$ cat src/rtl/count_capture.sv
// Snapshot FIFO for a free-running counter: captures on strobe (and on MAX_VALUE->0 wrap
// when COUNT_CAPTURE_WRAP_EN is defined), drains over valid/ready, counts dropped snapshots.
module count_capture #(
    parameter  int WIDTH     = 4,
    parameter  int DEPTH     = 4,
    parameter  int MAX_VALUE = 15,
    localparam int AW        = $clog2(DEPTH)
) (
    input  logic             clk,
    input  logic             reset,
    input  logic [WIDTH-1:0] count_in,
    input  logic             capture,
    output logic             out_valid,
    input  logic             out_ready,
    output logic [WIDTH:0]   out_data,
    output logic [AW:0]      fill,
    output logic [7:0]       drop_count,
    output logic             overflow
);

    logic [WIDTH:0]   r_mem [DEPTH];
    logic [AW-1:0]    r_wr_ptr;
    logic [AW-1:0]    r_rd_ptr;
    logic [AW:0]      r_fill;
    logic [7:0]       r_drop_count;
    logic             r_overflow;

    logic             w_wrap;
    logic             w_push;
    logic             w_pop;
    logic             w_full;
    logic             w_wr_en;
    logic             w_drop;
    logic [WIDTH:0]   w_entry;

`ifdef COUNT_CAPTURE_WRAP_EN
    logic [WIDTH-1:0] r_prev_count;
    logic             r_prev_valid;

    // prev_valid masks the first cycle out of reset so a stale prev_count cannot fake a wrap.
    always_ff @(posedge clk or posedge reset) begin
        if (reset) begin
            r_prev_count <= '0;
            r_prev_valid <= 1'b0;
        end else begin
            r_prev_count <= count_in;
            r_prev_valid <= 1'b1;
        end
    end

    assign w_wrap = r_prev_valid && (r_prev_count == WIDTH'(MAX_VALUE)) && (count_in == '0);
`else
    assign w_wrap = 1'b0;
`endif

    // A simultaneous capture and wrap collapse into one flagged entry.
    assign w_push  = capture || w_wrap;
    assign w_entry = {w_wrap, count_in};
    assign w_pop   = out_valid && out_ready;
    assign w_full  = (r_fill == (AW+1)'(DEPTH));
    assign w_wr_en = w_push && (!w_full || w_pop);
    assign w_drop  = w_push && w_full && !w_pop;

    always_ff @(posedge clk or posedge reset) begin
        if (reset) begin
            for (int i = 0; i < DEPTH; i++) r_mem[i] <= '0;
        end else if (w_wr_en) begin
            r_mem[r_wr_ptr] <= w_entry;
        end
    end

    always_ff @(posedge clk or posedge reset) begin
        if (reset) begin
            r_wr_ptr <= '0;
            r_rd_ptr <= '0;
            r_fill   <= '0;
        end else begin
            if (w_wr_en) r_wr_ptr <= r_wr_ptr + 1'b1;
            if (w_pop)   r_rd_ptr <= r_rd_ptr + 1'b1;
            case ({w_wr_en, w_pop})
                2'b10:   r_fill <= r_fill + 1'b1;
                2'b01:   r_fill <= r_fill - 1'b1;
                default: r_fill <= r_fill;
            endcase
        end
    end

    always_ff @(posedge clk or posedge reset) begin
        if (reset) begin
            r_drop_count <= '0;
            r_overflow   <= 1'b0;
        end else if (w_drop) begin
            if (r_drop_count != 8'hFF) r_drop_count <= r_drop_count + 1'b1;
            r_overflow <= 1'b1;
        end
    end

    // Derived from registered fill so out_valid falls as soon as reset clears it.
    assign out_valid  = (r_fill != '0);
    assign out_data   = r_mem[r_rd_ptr];
    assign fill       = r_fill;
    assign drop_count = r_drop_count;
    assign overflow   = r_overflow;

endmodule

$ cat config.mk
export PLATFORM = sky130hd
export DESIGN_NAME = count_capture
export DESIGN_NICKNAME = d
export VERILOG_FILES = /design/src/rtl/count_capture.sv
export SDC_FILE = /design/constraint.sdc
export NUM_CORES = 1
export LEC_CHECK = 0
export CORE_MARGIN = 4
export CORE_UTILIZATION = 53
export CTS_CLUSTER_DIAMETER = 60
export DETAILED_ROUTE_END_ITERATION = 10
export PLACE_DENSITY = 0.79
export RECOVER_POWER = 25
export SLEW_MARGIN = 20
export SYNTH_ARGS = -nofsm -noshare
export SYNTH_HDL_FRONTEND = slang
export SYNTH_SLANG_ARGS = --single-unit
$ cat constraint.sdc
create_clock -name clk -period 3.21 [get_ports clk]
set_input_delay 0.642 -clock clk [delete_from_list [all_inputs] [get_ports clk]]
set_output_delay 0.642 -clock clk [all_outputs]
set_load 0.05 [all_outputs]
======== After elaboration in Yosys (flattened, before gate mapping) ========
Cells that the tools add are included.
word-level totals
  output and inout bits ................... 18
  word-level logic and storage cells ...... 41
  flip-flop bits (word level) ............. 36
operators by class
  equal/unequal tests ..................... 4
  bitwise gates (word level) .............. 2
  add/subtract/negate cells ............... 5
  magnitude comparators ................... 3
  muxes and demuxes ....................... 7
  reduce and logical (&&, ||, !) cells .... 11
operator list
  cell                                                        count
  bitwise mux 20 bit                                          1
  2-to-1 mux 5 bit                                            3
  binary-select mux 5 bit (select 2 bit)                      1
  demux 5 bit (select 2 bit)                                  1
  adder 8 x 1 -> 8 bit, second input constant                 1
  != test 8 bit, second input constant                        1
  >= comparator 3 bit, second input constant                  2
  NOT 2 -> 3 bit                                              2
  one-hot mux 3 bit (2 select lines)                          1
  logical AND 1 bit                                           5
  adder 2 x 1 -> 2 bit, second input constant                 2
  adder 3 x 1 -> 3 bit, second input constant                 1
  equality test 3 bit, second input constant                  1
  less-than comparator 3 x 1 -> 1 bit, second input constant  1
  nonzero test 3 bit                                          1
  subtractor 3 x 1 -> 3 bit, second input constant            1
  equality test 2 x 1 -> 1 bit, second input constant         1
  equality test 2 bit, second input constant                  1
  zero test 1 bit                                             2
  AND reduction 2 bit                                         1
  nonzero test 2 bit                                          1
  logical OR 1 bit                                            1

======== Depth between registers and ports, before layout ========
  word-level depth ........................ 6
  gate-level depth with buffers ........... 10

======== Worst setup path before layout ========
Ideal clock, no wire load.
  path kind ............................... reg-to-reg
  start point ............................. register r_fill[0] (netlist: fill[0])
  end point ............................... register r_fill[2] (netlist: fill[2])
  cell stages (with the launch flop) ...... 11
  period minus slack after synthesis ...... 2.621 ns
  path buffers ............................ 1
  path slack .............................. 0.589 ns
  arrival ................................. 2.539 ns
  data required time ...................... 3.128 ns
  cells stage by stage .................... dfrtp_1 > or4b_4 > and2_4 > buf_12 > inv_1 > ha_1 > inv_1 > fa_1 > xor2_1 > nor2_1 > xor2_1
on the way
  cells in the longest elaborated chain, start to end .. 6
  elaborated cells on any way between the ends .. 12
ends and longest elaborated chain
  element                                                                   line    source
  start, declared                                                           24      logic [AW:0] r_fill;
  start signal, assigned                                                    81      2'b10: r_fill <= r_fill + 1'b1;
  start signal, assigned                                                    82      2'b01: r_fill <= r_fill - 1'b1;
  start signal, assigned                                                    83      default: r_fill <= r_fill;
  equality test 3 bit or nonzero test 3 bit (tied branches)                 60, 99
  zero test 1 bit or logical AND 1 bit (tied branches)                      61, 59
  logical OR 1 bit                                                          61      assign w_wr_en = w_push && (!w_full || w_pop);
  logical AND 1 bit                                                         61
  equality test 2 x 1 -> 1 bit or equality test 2 bit (tied branches)       80      case ({w_wr_en, w_pop})
  one-hot mux 3 bit (2 select lines) or nonzero test 2 bit (tied branches)  -
Parallel ways exist; a longest one is shown, timed or not.
A chain may end at the register's enable or synchronous reset.

======== Worst setup path after layout ========
  start point ............................. register r_rd_ptr[0]
  end point ............................... output out_data[2]
on the way
  cells in the longest elaborated chain, start to end .. 4
ends and longest elaborated chain
  element                                               line  source
  start, declared                                       23    logic [AW-1:0] r_rd_ptr;
  start signal, assigned                                79    if (w_pop) r_rd_ptr <= r_rd_ptr + 1'b1;
  NOT 2 -> 3 bit (not written as such)                  100   assign out_data = r_mem[r_rd_ptr];
  binary-select mux 5 bit (select 2 bit)                100
  2-to-1 mux 5 bit (not written as such) (2 in series)  100
  end, declared                                         15    output logic [WIDTH:0] out_data,
Every way passes these cells. The select of a mux whose other input is x is not followed.

==> results.ini <==
[drt]
route.vias.total=959
wire_per_inst_um=15.1
routed_via_density=5.07
final_antenna_net_count=0
wirelength_mm=2.85
firstDrtPassIters=4
first_iter_violations=39
drt_drc_violations_left=0

[placed_design]
placed_area_um2=1940
dp_slack_ns=0.288
io_buffers=24
place_congestion=0.735
place_hpwl_mm=2.07

[worst_setup_path]
worst_r2r_startpoint=fill[0]
r2r-end=fill[2]
critical_path_arrival_ns=2.17
required_ns=2.57
reg2reg_depth=9
cp_top_family=buffers and inverters
critPathSlowestCell=clkdlybuf4s50_1
path_class=reg2out
reg2reg_slack_ns=0.88
crit_fanout=6
path_buf_inv=1
cp_cell_sequence=mux4_2 -> clkdlybuf4s50_1
startpoint_type=register
endpoint_kind=output port
slowest_delay_ns=0.72

[worst_hold_path]
hp-start=overflow
min_path_type=reg2reg
worstHoldEndpoint=overflow
hold_depth=1

[run]
drv_cap=1

[logic_synthesis]
synth_warnings=0
netlist.area_leader.share_pct=48.1
ys_seq_area_share_pct=48.1
synth_ff_type=dfrtp_1
synth_edf_count=0
yosysTopAreaCell=dfrtp_1
async_flop_share_pct=100
synth_area_leaders=dfrtp_1, mux2_4, mux4_2
syn-instance-count=114
synth_cell_type_count=32
syn_area_per_cell_um2=14.6
synthesis.area_um2=1670
synth_nets=129
ys_ff_latch=32

[power_and_ir_drop]
cellPowerDensity_nw_per_um2=1100
p_leak_uw=0.000930
ir_drop_v=0.000671

[grt]
track_usage_pct=16.2
grt_pass1_vias=993
overflow=0
grt_pass1_wl_mm=4.95
grt_max_degree=33
antenna_found_initial=0

[cts]
cts_resized=0
ctsHtreeMaxLevel=2
clk_latency_ns=0.33
cts_sinks=32
postCtsSetupRepairBufs=0
postCtsHoldBufs=0
cts_made_buffers=5
root_buffer=clkbuf_4
path_clk_slew_ns=0.10
cts_buffer_depth=2
cts_tree=yes

[floorplanning]
ios=26
design.die.area_um2=4100
row_count=20
die_h_um=64.1
die_width_um=64.1
core_um2=3030
initial_core_util_pct=55.0

[sta]
finalCritPeriodShare_pct=87.5
drv_slew=33
min_period_ns=2.81
slew_headroom_pct=-10.9
finalSetupTns_ns=0
setup_violations=0
skew_ns=0.00536
fmax_ghz=0.356
hold_viol_final=0
setup_ws_ns=0.402
tightest_slew_ns=1.66
rsz0062_at_grt=false

[layout]
final_common_cell=dfrtp_1
mostFrequentLayoutCells=dfrtp_1, clkdlybuf4s50_1, mux2_4
nFillCells=227
n_antenna_cell=0
stdcell_area_um2=2040
area_growth_pct=22.2
final_layout_size_suffix_gt1_share_pct=26.9
finalNetCount=159

[run_status]
violations=max-capacitance violations, max-slew violations
outcome=complete, but fails checks

registers in the layout, summed over array words and instances (netlist names):
signal,count
drop_count,8
fill,3
overflow,1
r_mem,16
r_rd_ptr,2
r_wr_ptr,2
cell families (layout without fill, tap and decap cells):
kind of cell    count (synthesis)  after routing  share of synthesized area [%]
compound gates                  5              5                           2.18
xor+xnor                       12             12                           6.31
fa+ha+maj                       7              7                           5.71
buf+inv                        10             41                           3.46
flops                          32             32                           48.1
mux                            22             22                           21.1
other cells                     1              1                          0.225
simple gates                   25             25                           12.9
area by class of cell:
| type | count | area (µm²) | share of cell area (%) |
|---|---|---|---|
| clock buffer | 7 | 65.1 | 3.20 |
| clock inverter | 1 | 30.0 | 1.48 |
| inverter | 7 | 26.3 | 1.29 |
| multi-input combinational | 72 | 807 | 39.6 |
| sequential | 32 | 801 | 39.3 |
| tap | 44 | 55.1 | 2.70 |
| timing repair buffer | 26 | 251 | 12.4 |
synth_stat cells (all sizes together) (3+ instances only):
cell,number
dfrtp,32
ha,6
inv,7
mux2,17
mux4,4
nand2,8
nand3,3
nor2,3
xnor2,7
xor2,5
how the worst max path moves through the flow:
stage,start,cells past startpoint,to
finish,r_rd_ptr[0],2,out_data[2]
global placement,out_ready,10,fill[2]
CTS,r_rd_ptr[0],2,out_data[2]
floorplan,fill[0],10,fill[2]
detailed placement,out_ready,10,fill[2]
global route,r_rd_ptr[0],2,out_data[2]
per-stage QoR:
| stage | cells | util (%) | hold slack [ns] | total power [µW] |
|---|---|---|---|---|
| 6_report | 189 | 67.2 | 0.469 | 2230 |
| 2_1_floorplan | 114 | - | 0.476 | 1610 |
| 3_3_place_gp | 181 | 64.2 | 0.446 | 1870 |
| 4_1_cts | 189 | 67.4 | 0.475 | 2260 |
| 3_5_place_dp | 181 | 64.2 | 0.448 | 1910 |
| 5_1_grt | 189 | 67.2 | 0.518 | 2360 |
layer usage:
layer	part of all wire [%]	vias up	track usage, %
met1	45	475	21.1
li1	-	453	-
met2	49	25	24.5
met3	3.6	6	4.57
met5	0	-	0
met4	2.1	0	8.09
where the power goes:
part / internal (µW) / switching [µW] / total (µW)
logic: 545 / 612 / 1160
clock network: 207 / 136 / 343
registers: 576 / 158 / 734
total: 1330 / 906 / 2230
worst reg2reg max path: stages (launching register included):
cell and delay (ns):
dfrtp_1 0.47, or4b_4 0.58, and2_4 0.18, inv_1 0.05, ha_1 0.16, inv_1 0.06, fa_1 0.37, xor2_1 0.15
nor2_1 0.12, xor2_1 0.14
(Power assumes the default switching activity.)
